`src/rtl/arbiter_rr_reg_if.sv`:
```
// Valid/ready bundle between N producers, the round-robin arbiter and one consumer.
// The slave modport is the arbiter's view; the master modport is the environment's view.
interface arbiter_rr_reg_if #(
  parameter int N_INPUTS = 4,
  parameter int DWIDTH   = 8,
  parameter int IDX_W    = (N_INPUTS > 1) ? $clog2(N_INPUTS) : 1
);

  // Producer side
  logic [N_INPUTS-1:0]        in_valid;
  logic [N_INPUTS*DWIDTH-1:0] in_data;
  logic [N_INPUTS-1:0]        in_ready;

  // Consumer side
  logic                       out_valid;
  logic [DWIDTH-1:0]          out_data;
  logic [IDX_W-1:0]           out_src;
  logic                       out_ready;

  modport slave (
    input  in_valid,
    input  in_data,
    output in_ready,
    output out_valid,
    output out_data,
    output out_src,
    input  out_ready
  );

  modport master (
    output in_valid,
    output in_data,
    input  in_ready,
    input  out_valid,
    input  out_data,
    input  out_src,
    output out_ready
  );

endinterface

```
`src/rtl/arbiter_rr_reg.sv`:
```
// N-input round-robin arbiter with a single registered output stage.
// The grant scan starts at ptr_q and wraps; after each transfer the pointer moves
// just past the winner so every active requester is eventually served.
// The output register cuts the out_ready -> in_ready path only partially: in_ready
// still depends on out_ready through can_load, which is what allows 1 token/cycle.
module arbiter_rr_reg #(
  parameter int N_INPUTS = 4,
  parameter int DWIDTH   = 8
) (
  input  logic              clk,
  input  logic              rst_n,
  arbiter_rr_reg_if.slave   bus
);

  localparam int IDX_W = (N_INPUTS > 1) ? $clog2(N_INPUTS) : 1;
  localparam int SUM_W = IDX_W + 1;
  localparam logic [IDX_W-1:0] LAST_IDX = IDX_W'(N_INPUTS - 1);

  // (base + offs) mod N_INPUTS, with base < N_INPUTS and offs < N_INPUTS,
  // so a single conditional subtract is enough even for non-power-of-2 N_INPUTS.
  function automatic logic [IDX_W-1:0] wrap_add(input logic [IDX_W-1:0] base,
                                                input int offs);
    logic [SUM_W-1:0] sum;
    sum = {1'b0, base} + SUM_W'(offs);
    if (sum >= SUM_W'(N_INPUTS)) begin
      sum = sum - SUM_W'(N_INPUTS);
    end else begin
      sum = sum;
    end
    return sum[IDX_W-1:0];
  endfunction

  // Index following the winner; wraps to 0 after the last requester.
  function automatic logic [IDX_W-1:0] next_ptr(input logic [IDX_W-1:0] idx);
    logic [IDX_W-1:0] nxt;
    if (idx == LAST_IDX) begin
      nxt = '0;
    end else begin
      nxt = idx + IDX_W'(1);
    end
    return nxt;
  endfunction

  // Architectural state
  logic [IDX_W-1:0]    ptr_q;
  logic [IDX_W-1:0]    ptr_d;
  logic                out_valid_q;
  logic                out_valid_d;
  logic [DWIDTH-1:0]   out_data_q;
  logic [DWIDTH-1:0]   out_data_d;
  logic [IDX_W-1:0]    out_src_q;
  logic [IDX_W-1:0]    out_src_d;

  // Arbitration intermediates
  logic                can_load_s;
  logic                grant_vld_s;
  logic [IDX_W-1:0]    grant_idx_s;
  logic [IDX_W-1:0]    cand_s;
  logic [N_INPUTS-1:0] grant_s;
  logic [DWIDTH-1:0]   grant_data_s;
  logic                xfer_s;

  // The register can take a new token when it is empty or being drained now.
  assign can_load_s = ~out_valid_q | bus.out_ready;

  // Rotating priority scan: walk offsets from the far end back to 0 so the
  // valid requester closest to ptr_q (offset 0 first) is the one left standing.
  always_comb begin
    grant_vld_s = 1'b0;
    grant_idx_s = '0;
    cand_s      = '0;
    for (int k = N_INPUTS - 1; k >= 0; k--) begin
      cand_s = wrap_add(ptr_q, k);
      if (bus.in_valid[cand_s]) begin
        grant_vld_s = 1'b1;
        grant_idx_s = cand_s;
      end else begin
        grant_vld_s = grant_vld_s;
        grant_idx_s = grant_idx_s;
      end
    end
  end

  // Expand the winning index into a one-hot grant vector.
  always_comb begin
    grant_s = '0;
    for (int i = 0; i < N_INPUTS; i++) begin
      if (grant_vld_s && (grant_idx_s == IDX_W'(i))) begin
        grant_s[i] = 1'b1;
      end else begin
        grant_s[i] = 1'b0;
      end
    end
  end

  // Select the winner's payload with an AND-OR mux over the one-hot grant.
  always_comb begin
    grant_data_s = '0;
    for (int i = 0; i < N_INPUTS; i++) begin
      if (grant_s[i]) begin
        grant_data_s = grant_data_s | bus.in_data[i*DWIDTH +: DWIDTH];
      end else begin
        grant_data_s = grant_data_s;
      end
    end
  end

  // in_ready is gated by rst_n directly so no handshake can complete during reset.
  assign bus.in_ready = {N_INPUTS{rst_n & can_load_s}} & grant_s;

  // A grant only turns into a transfer when the output register can load.
  assign xfer_s = grant_vld_s & can_load_s;

  // Next state of the output register and the priority pointer.
  always_comb begin
    ptr_d       = ptr_q;
    out_valid_d = out_valid_q;
    out_data_d  = out_data_q;
    out_src_d   = out_src_q;
    if (xfer_s) begin
      out_valid_d = 1'b1;
      out_data_d  = grant_data_s;
      out_src_d   = grant_idx_s;
      ptr_d       = next_ptr(grant_idx_s);
    end else if (out_valid_q && bus.out_ready) begin
      // Drained with nothing to replace it: data/src keep their last value.
      out_valid_d = 1'b0;
    end else begin
      out_valid_d = out_valid_q;
    end
  end

  // State registers with synchronous active-low reset; a held token is dropped.
  always_ff @(posedge clk) begin
    if (!rst_n) begin
      ptr_q       <= '0;
      out_valid_q <= 1'b0;
      out_data_q  <= '0;
      out_src_q   <= '0;
    end else begin
      ptr_q       <= ptr_d;
      out_valid_q <= out_valid_d;
      out_data_q  <= out_data_d;
      out_src_q   <= out_src_d;
    end
  end

  assign bus.out_valid = out_valid_q;
  assign bus.out_data  = out_data_q;
  assign bus.out_src   = out_src_q;

endmodule
```
`src/flat_wrapper.sv`:
```
// flat-port wrapper written by rule: the top's interface ports become plain ports
module arbiter_rr_reg_flat 
#(
  parameter int N_INPUTS = 4,
  parameter int DWIDTH   = 8
)
  (clk, rst_n, bus_in_valid, bus_in_data, bus_in_ready, bus_out_valid, bus_out_data, bus_out_src, bus_out_ready);
  arbiter_rr_reg_if #(.N_INPUTS(N_INPUTS), .DWIDTH(DWIDTH)) bus_i ();
  input  logic clk;
  input  logic rst_n;
  input wire logic [$bits(bus_i.in_valid)-1:0] bus_in_valid;
  input wire logic [$bits(bus_i.in_data)-1:0] bus_in_data;
  output wire logic [$bits(bus_i.in_ready)-1:0] bus_in_ready;
  output wire logic [$bits(bus_i.out_valid)-1:0] bus_out_valid;
  output wire logic [$bits(bus_i.out_data)-1:0] bus_out_data;
  output wire logic [$bits(bus_i.out_src)-1:0] bus_out_src;
  input wire logic [$bits(bus_i.out_ready)-1:0] bus_out_ready;
  assign bus_i.in_valid = bus_in_valid;
  assign bus_i.in_data = bus_in_data;
  assign bus_in_ready = bus_i.in_ready;
  assign bus_out_valid = bus_i.out_valid;
  assign bus_out_data = bus_i.out_data;
  assign bus_out_src = bus_i.out_src;
  assign bus_i.out_ready = bus_out_ready;
  arbiter_rr_reg #(.N_INPUTS(N_INPUTS), .DWIDTH(DWIDTH)) u_core (.clk(clk), .rst_n(rst_n), .bus(bus_i));
endmodule
```
`config.mk`:
```
export PLATFORM = sky130hd
export DESIGN_NAME = arbiter_rr_reg_flat
export DESIGN_NICKNAME = d
export VERILOG_FILES = /design/src/rtl/arbiter_rr_reg_if.sv /design/src/rtl/arbiter_rr_reg.sv /design/src/flat_wrapper.sv
export SDC_FILE = /design/constraint.sdc
export NUM_CORES = 1
export LEC_CHECK = 0
export ABC_CLOCK_PERIOD_IN_PS = 4700
export CAP_MARGIN = 20
export CELL_PAD_IN_SITES_DETAIL_PLACEMENT = 0
export CELL_PAD_IN_SITES_GLOBAL_PLACEMENT = 1
export CORE_ASPECT_RATIO = 0.75
export CORE_MARGIN = 4
export CORE_UTILIZATION = 27
export DETAILED_ROUTE_END_ITERATION = 16
export PLACE_DENSITY_LB_ADDON = 0.1
export SYNTH_ARGS = -nofsm -noshare
export SYNTH_HDL_FRONTEND = slang
export SYNTH_SLANG_ARGS = --single-unit
```
`constraint.sdc`:
```
create_clock -name clk -period 4.7 [get_ports clk]
set_clock_uncertainty 0.2 [all_clocks]
set_input_delay 0.94 -clock clk [delete_from_list [all_inputs] [get_ports clk]]
set_output_delay 0.94 -clock clk [all_outputs]
set_load 0.05 [all_outputs]
```
==> reports/qor.txt, run 1 <==
Busiest layer in global routing: met2
# nets final: 187
Core Area: 2980 sq um
Unique cell type count in the Yosys netlist: 30
Final routed wire length divided by cell count: 15.6 um
Cell area power density: 310 nW/um^2
Number of global-route vias before repair: 964
Global routing usage summed across all routing layers: 14.5%
Maximum frequency from static timing analysis: 244 MHz
# resized after CTS: 0
Number of max-capacitance violations reported: 0
Required time reported for the critical path endpoint: 3.56 ns
Slew at the pin closest to its max-slew limit: 0.608 ns
Cell-by-cell trace of the critical path: clkdlybuf4s50_1 > or3b_2 > nand2b_1 > ha_1 > and3_1 > buf_12
Clock-pin slew of the registers on the worst-case setup and hold paths: 0.06 ns
Seq/Total Area, Yosys: 30.6%
Endpoint type of the worst setup path: primary output
Die Y: 56.6 um
Routed wire length: 2.82 mm
M1 GR Usage: 18.6%
Clock tree from TritonCTS: built
Met2 capacity usage during global routing: 22.6%
Standard cell area after detailed placement: 1410 sq um
Final setup viols: 0
Critical Path Fanout Max: 9
Fraction of synthesis flops using an asynchronous set or reset pin: 0%
Met3 track utilization from global routing: 6.08%
Count of placed standard cells in the final layout, fillers left out: 181
Inserted Clock Buffers: 3
Die area: 4120 sq um
Post-cts hold buffer count: 0
Synthesized cell area: 850 sq um
Synth Area in Adders: 5.89%
Run status: complete, no violations
Slew headroom: 59.3%
Die outline width: 72.8 um
Critical path start-end classification: input port to primary output
Post-synth net total: 138
Design Area, Final: 1460 sq um
First-pass GRT wire length: 4.61 mm
Max-slew violation count: 0
Clk Tree Root Cell: clkbuf_8
I/O pins: 54
Post-route total power: 0.000453 W
Number of buffer and inverter stages on the critical path: 2
Share of the synthesized netlist area taken by xor and xnor gates: 0%
Most frequently used flop master after synthesis: dfxtp_1
Pre-CTS WS: 0.581 ns
Placement Rows: 17
Startpoint type of the worst setup path: input port
Sum Neg Setup Slack: 0 ns
Critical Path AT: 2.95 ns
Final GP Congestion: 0.772
Worst supply voltage drop on vdd: 114 uV
Gate count after technology mapping: 95
Post-synthesis sequential element count: 13
Filler cells: 288
# DRC: 0
Time the worst path needs with I/O delays and setup: 4.09 ns
Fraction of layout cells with a size suffix above 1: 12.6%
Antenna violations before repair: 0
Dominant combinational cell family by area after synthesis: compound AO/OA/AOI/OAI gates
Post-synthesis simple-gate area fraction: 20.0%
Number of I/O port buffers: 53
Average size of a mapped cell: 8.94 sq um
Via density per instance: 5.26
N_diodes: 0
Insertion delay of the later-clocked pin in the worst-skew pair: 0.24 ns
Detailed placement HPWL: 2.12 mm
Number of nets with antenna violations after routing: 0
DRC marker count from the first detailed-route iteration: 59
Largest net degree at the start of global routing: 19
Total leakage power: 0.590 nW
Unrepaired setup endpoints after global routing: no
Slack of the critical path: 0.607 ns
Overall overflow remaining after global route: 0
Synth warn: 0
Number of placed cells counting well taps: 177
Cell family contributing the most delay on the critical path: simple AND/OR/NAND/NOR gates
Count of buffers added by post-CTS timing repair for setup: 0
Complex-gate fraction of the synthesized area: 34.6%
Bufs on Longest Clock Path: 2
Proportion of synthesized area in mux cells: 1.18%
Multi-input combinational cell area: 524 sq um
Final worst-path cycle share: 87.1%
Critical path's slowest cell: clkdlybuf4s50_1
Number of H-tree levels: 1
Area growth from synthesis to layout: 71.6%
Hold/Removal Path Class: flop to flop
Number of enable-type register cells in the synthesized netlist: 0
Number of clock sinks: 13
Initial standard-cell utilization of the core: 28.5%
Seq. cell area: 260 sq um
Detailed Routing Iterations Pass 1: 4
Crit-path max cell delay: 0.55 ns
Via count: 952
Number of endpoints with negative hold slack in the final report: 0
[synthesized netlist by cell type (all sizes together) (2+ instances only)]
cell	n	area share (%)
o22ai	2	1.5
a22o	8	8.2
buf	7	5.0
a22oi	8	7.1
and3	4	2.9
nor2b	2	1.5
inv	2	0.88
o221a	9	12
nand2	3	1.3
nand3	11	6.5
a21oi	3	1.8
clkbuf	4	1.8
dfxtp	13	31
ha	4	5.9
nand2b	3	2.2
[per-layer routing]
layer	vias to the layer above	routed length, um
met5	-	0
met4	0	26
met3	5	287
met2	39	1290
met1	441	1220
li1	467	-
[tightest hold or removal path, cell delays in order, from the launching register on]
cell and delay [ns]:
dfxtp_1 0.31, nand2_1 0.05, o22ai_1 0.07
[cell usage in the layout, fill, tap and decap left out, drive strengths merged]
master,n
a21oi,3
nand2b,3
a21bo,1
o32ai,1
nand3,11
or3b,1
clkbuf,4
clkdlybuf4s50,49
buf,6
a22o,8
or2,1
mux2i,1
a21boi,1
nand2,3
o221a,9
and3,4
inv,2
and2,1
or4,1
o22ai,2
a22oi,8
nand4,1
nor2b,2
a311oi,1
nor2,1
dfxtp,13
ha,4
nor4,1
[cells by family (layout without fill, tap and decap cells)]
logic type / count (synthesis) / count (layout)
compound gates: 34 / 34
simple gates: 30 / 30
flops: 13 / 13
buf+inv: 13 / 61
fa+ha+maj: 4 / 4
mux: 1 / 1
[sequential cells by signal, indices dropped and copies added, names as in the netlist]
| name | count |
|---|---|
| u_core.ptr_q | 2 |
| u_core.bus.out_valid | 1 |
| u_core.bus.out_src | 2 |
| u_core.bus.out_data | 8 |
[area by class of cell]
class	instances	area share, %
Timing Repair Buffer	55	39.3
Multi-Input combinational cell	69	36.0
Sequential cell	13	17.9
Tap cell	38	3.26
Clock buffer	4	3.09
Inverter	2	0.515
[power breakdown]
part           switching (W)  internal, W
sequential        0.00000986     0.000126
combinational       0.000116     0.000103
clock              0.0000391    0.0000598
[stage by stage]
step	util, %	hold slack, ns
after global placement	47.4	0.269
after global routing	48.9	0.310
after floorplan	-	0.344
final	48.9	0.287
after detailed placement	47.4	0.261
after CTS	48.9	0.281
[path summary, 6_finish.rpt]
kind                                            start                     end  slack (ns)  depth (start not counted)
worst max-delay path                  bus_in_valid[2]         bus_in_ready[0]        0.61                          6
worst max register to register        u_core.ptr_q[1]  u_core.bus.out_data[1]        2.45                          6
worst min register to register  u_core.bus.out_src[0]   u_core.bus.out_src[0]        0.29                          2
worst min-delay path            u_core.bus.out_src[0]   u_core.bus.out_src[0]        0.29                          2
Power figures use the tool's default switching activity.
==> inputs of run 2 (changes only) <==
--- a/config.mk
+++ b/config.mk
@@ -11,8 +11,9 @@
 export CELL_PAD_IN_SITES_GLOBAL_PLACEMENT = 1
 export CORE_ASPECT_RATIO = 0.75
 export CORE_MARGIN = 4
-export CORE_UTILIZATION = 27
+export CORE_UTILIZATION = 40
 export DETAILED_ROUTE_END_ITERATION = 16
+export DONT_BUFFER_PORTS = 1
 export PLACE_DENSITY_LB_ADDON = 0.1
 export SYNTH_ARGS = -nofsm -noshare
 export SYNTH_HDL_FRONTEND = slang
==> reports/qor.txt, run 2 (synthesis gave the netlist of run 1 again) <==
Insertion delay of the later-clocked pin in the worst-skew pair: 0.28 ns
Hold/Removal Path Class: flop to flop
Cell family contributing the most delay on the critical path: simple AND/OR/NAND/NOR gates
Global routing usage summed across all routing layers: 17.0%
Number of max-capacitance violations reported: 0
Startpoint type of the worst setup path: input port
Die Y: 47.9 um
Inserted Clock Buffers: 3
Cell-by-cell trace of the critical path: nor2b_1 > a311oi_1 > or2_2 > ha_1 > and3_1
Largest net degree at the start of global routing: 19
Placement Rows: 14
N_diodes: 0
Number of global-route vias before repair: 756
Via count: 760
Fraction of layout cells with a size suffix above 1: 13.6%
# nets final: 132
Total leakage power: 0.354 nW
Die area: 2930 sq um
I/O pins: 54
Overall overflow remaining after global route: 0
Final GP Congestion: 0.726
Routed wire length: 2.32 mm
Standard cell area after detailed placement: 822 sq um
Count of buffers added by post-CTS timing repair for setup: 0
Crit-path max cell delay: 0.54 ns
Maximum frequency from static timing analysis: 271 MHz
Unrepaired setup endpoints after global routing: no
Critical Path AT: 2.55 ns
Number of clock sinks: 13
Detailed Routing Iterations Pass 1: 3
Detailed placement HPWL: 1.67 mm
Critical path start-end classification: input port to primary output
DRC marker count from the first detailed-route iteration: 26
Final setup viols: 0
Post-cts hold buffer count: 0
Number of H-tree levels: 1
Number of buffer and inverter stages on the critical path: 0
Final worst-path cycle share: 78.6%
Die outline width: 61.2 um
Number of I/O port buffers: 0
Number of nets with antenna violations after routing: 0
Number of endpoints with negative hold slack in the final report: 0
Area growth from synthesis to layout: -0.147%
Slew headroom: 61.5%
Final routed wire length divided by cell count: 20.7 um
Clock-pin slew of the registers on the worst-case setup and hold paths: 0.08 ns
Antenna violations before repair: 0
Cell area power density: 416 nW/um^2
Clock tree from TritonCTS: built
# DRC: 0
Slew at the pin closest to its max-slew limit: 0.577 ns
Time the worst path needs with I/O delays and setup: 3.69 ns
Max-slew violation count: 0
Most used cells in the layout excluding fill and tap cells: dfxtp_1, nand3_1, a22o_1, a22oi_1, o221a_2
Worst supply voltage drop on vdd: 221 uV
Endpoint type of the worst setup path: primary output
Clk Tree Root Cell: clkbuf_4
Run status: complete, no violations
Core Area: 2010 sq um
Initial standard-cell utilization of the core: 42.2%
Critical Path Fanout Max: 9
Required time reported for the critical path endpoint: 3.56 ns
Sum Neg Setup Slack: 0 ns
Critical path's slowest cell: and3_1
Via density per instance: 6.79
First-pass GRT wire length: 3.50 mm
# resized after CTS: 0
Number of flip-flops under the largest register name: 8
Bufs on Longest Clock Path: 2
Most common library cell in the layout ignoring fill and taps: dfxtp_1
Design Area, Final: 848 sq um
[run 2: through the flow]
stage                     hold WS, ns  setup WS (ns)  power (W)  cells  utilization (%)
after floorplan                 0.344           1.15   0.000270     95                -
after global placement          0.384           1.05   0.000284    108             40.8
after detailed placement        0.389           1.02   0.000286    108             40.8
after CTS                       0.409           1.02   0.000358    112             42.1
after global routing            0.427          0.901   0.000376    112             42.1
final                           0.420           1.01   0.000353    112             42.1
[run 2: worst paths after layout]
path,depth (start not counted),startpoint,end,slack (ns)
max,5,bus_in_valid[2],bus_in_ready[1],1.01
min,1,u_core.ptr_q[0],u_core.ptr_q[0],0.42
max reg2reg,6,u_core.ptr_q[1],u_core.bus.out_data[0],2.35
min reg2reg,1,u_core.ptr_q[0],u_core.ptr_q[0],0.42
[run 2: final cells by class]
| class | instances | area, sq um |
|---|---|---|
| Clock buffer | 4 | 26.3 |
| Fill cell | 219 | 1170 |
| Sequential cell | 13 | 260 |
| Inverter | 2 | 7.51 |
| Multi-Input combinational cell | 69 | 524 |
| Tap cell | 24 | 30.0 |
[run 2: layer usage]
metal,global-route usage [%],routed length [um],vias up
li1,-,-,358
met1,20.2,1080,366
met2,25.5,991,32
met3,8.09,222,4
met4,9.52,31,0
met5,0,0,-
[run 2: power by group]
group / switching [W] / leakage [nW] / internal, W
sequential: 0.0000552 / 0.108 / 0.000125
combinational: 0.0000568 / 0.231 / 0.0000458
clock: 0.0000374 / 0.0150 / 0.0000329
==> inputs of run 3 (changes only) <==
--- a/config.mk
+++ b/config.mk
@@ -5,13 +5,13 @@
 export SDC_FILE = /design/constraint.sdc
 export NUM_CORES = 1
 export LEC_CHECK = 0
-export ABC_CLOCK_PERIOD_IN_PS = 4700
+export ABC_CLOCK_PERIOD_IN_PS = 3100
 export CAP_MARGIN = 20
 export CELL_PAD_IN_SITES_DETAIL_PLACEMENT = 0
 export CELL_PAD_IN_SITES_GLOBAL_PLACEMENT = 1
 export CORE_ASPECT_RATIO = 0.75
 export CORE_MARGIN = 4
-export CORE_UTILIZATION = 40
+export CORE_UTILIZATION = 37
 export DETAILED_ROUTE_END_ITERATION = 16
 export DONT_BUFFER_PORTS = 1
 export PLACE_DENSITY_LB_ADDON = 0.1
==> constraint.sdc (replaced) <==
create_clock -name clk -period 3.1 [get_ports clk]
set_clock_uncertainty 0.2 [all_clocks]
set_input_delay 0.62 -clock clk [delete_from_list [all_inputs] [get_ports clk]]
set_output_delay 0.62 -clock clk [all_outputs]
set_load 0.05 [all_outputs]
==> reports/qor.txt, run 3 (synthesis gave the netlist of run 1 again) <==
Die outline width: 63.3 um
First-pass GRT wire length: 3.79 mm
Number of global-route vias before repair: 744
Cell-by-cell trace of the critical path: mux2i_1 > o22ai_1 > nor2b_1 > ha_1 > and3_1
Count of buffers added by post-CTS timing repair for setup: 0
Detailed placement HPWL: 1.71 mm
Placement Rows: 14
Overall overflow remaining after global route: 0
Required time reported for the critical path endpoint: 2.28 ns
Critical path origin: u_core.ptr_q[1]
Fraction of layout cells with a size suffix above 1: 21.6%
Internal power: 0.000326 W
Logic pwr share: 31.6%
Startpoint type of the worst setup path: flop
Number of clock sinks: 13
Max-slew violation count: 0
Worst supply voltage drop on vdd: 239 uV
Global routing usage summed across all routing layers: 15.4%
Number of endpoints with negative hold slack in the final report: 0
Number of nets with antenna violations after routing: 0
Capture point of the worst path: bus_in_ready[3]
Clock-pin slew of the registers on the worst-case setup and hold paths: 0.09 ns
Filler cells: 215
Cell family contributing the most delay on the critical path: simple AND/OR/NAND/NOR gates
Register-to-Register Setup Slack: 0.80 ns
# resized after CTS: 0
Detailed Routing Iterations Pass 1: 4
N_diodes: 0
Number of max-capacitance violations reported: 0
DRC marker count from the first detailed-route iteration: 36
Clock tree from TritonCTS: built
Maximum frequency from static timing analysis: 357 MHz
Slew at the pin closest to its max-slew limit: 0.521 ns
Post-cts hold buffer count: 0
Portion of total power attributed to the clock network: 19.5%
Clk Tree Root Cell: clkbuf_4
# nets final: 141
Antenna violations before repair: 0
Number of H-tree levels: 1
Endpoint type of the worst setup path: primary output
Unrepaired setup endpoints after global routing: no
I/O pins: 54
Run status: complete, no violations
Final routed wire length divided by cell count: 19.5 um
# DRC: 0
Die Y: 49.5 um
R2R cell count: 7
Endpoint of the lowest-slack register-to-register path: u_core.bus.out_data[0]
Total leakage power: 0.403 nW
Critical Path AT: 1.98 ns
Slew headroom: 65.2%
Insertion delay of the later-clocked pin in the worst-skew pair: 0.28 ns
Number of flip-flops under the largest register name: 8
Most used cells in the layout excluding fill and tap cells: dfxtp_1, nand3_1, a22o_1, a22oi_1, buf_4
Bufs on Longest Clock Path: 2
Die area: 3130 sq um
Number of I/O port buffers: 0
Final GP Congestion: 0.712
Final worst-path cycle share: 90.3%
Initial standard-cell utilization of the core: 40.8%
Number of cells on the critical path: 5
Time the worst path needs with I/O delays and setup: 2.80 ns
Cell area power density: 601 nW/um^2
Hold/Removal Path Class: input port to flop
Hold slack: 0.266 ns
Critical path's slowest cell: and3_1
Critical Path Fanout Max: 6
Via count: 744
Sum Neg Setup Slack: 0 ns
Seq pwr share: 48.9%
Most common library cell in the layout ignoring fill and taps: dfxtp_1
Final setup viols: 0
Inserted Clock Buffers: 3
Core Area: 2080 sq um
Number of buffer and inverter stages on the critical path: 0
Routed wire length: 2.36 mm
Switching power total: 0.000232 W
Crit-path max cell delay: 0.48 ns
Critical path start-end classification: flop to primary output
Via density per instance: 6.15
Switching part of the total power: 41.5%
Largest net degree at the start of global routing: 19
Startpoint of the lowest-slack register-to-register path: u_core.ptr_q[1]
Area growth from synthesis to layout: 9.28%
-- run 3: cell count changes in the layout (fill, tap and decap cells not counted), sizes merged --
cell / delta
buf: +9
-- run 3: metrics by stage --
stage	power [W]	instance area [sq um]	std cells	setup WS [ns]	utilization, %
after global placement	0.000453	902	117	0.441	43.3
after detailed placement	0.000454	902	117	0.435	43.3
after global routing	0.000599	928	121	0.115	44.5
after CTS	0.000566	928	121	0.314	44.5
after floorplan	0.000409	850	95	0.192	-
final	0.000558	928	121	0.301	44.5
-- run 3: cell type report --
class / instances / area, sq um / area share (%)
sequential: 13 / 260 / 28.0
tap: 24 / 30.0 / 3.23
inverter: 2 / 7.51 / 0.809
multi-input combinational: 69 / 524 / 56.5
timing repair buffer: 9 / 80.1 / 8.63
clock buffer: 4 / 26.3 / 2.83
-- run 3: power groups by stage --
stage	Combinational, W	Sequential [W]	Clock (W)
after CTS	0.000178	0.000273	0.000114
after global placement	0.000177	0.000277	0
after floorplan	0.000138	0.000272	0
after global routing	0.000195	0.000276	0.000128
after detailed placement	0.000177	0.000277	0
final	0.000176	0.000273	0.000109
-- run 3: how the worst min path moves through the flow --
stage                         start                     end  slack (ns)  depth (start not counted)
floorplan           u_core.ptr_q[0]         u_core.ptr_q[0]        0.34                          1
global placement    u_core.ptr_q[0]         u_core.ptr_q[0]        0.37                          1
detailed placement  u_core.ptr_q[0]         u_core.ptr_q[0]        0.38                          1
CTS                           rst_n  u_core.bus.out_data[3]        0.26                          1
global route                  rst_n         u_core.ptr_q[0]        0.23                          1
finish                        rst_n  u_core.bus.out_data[3]        0.27                          1
-- run 3: routing by layer --
layer / wire, um / GRT usage (%) / vias to the layer above
met1: 1100 / 21.3 / 331
met4: 9 / 3.23 / 0
met3: 247 / 9.09 / 2
li1: - / - / 377
met5: 0 / 0 / -
met2: 999 / 20.3 / 34
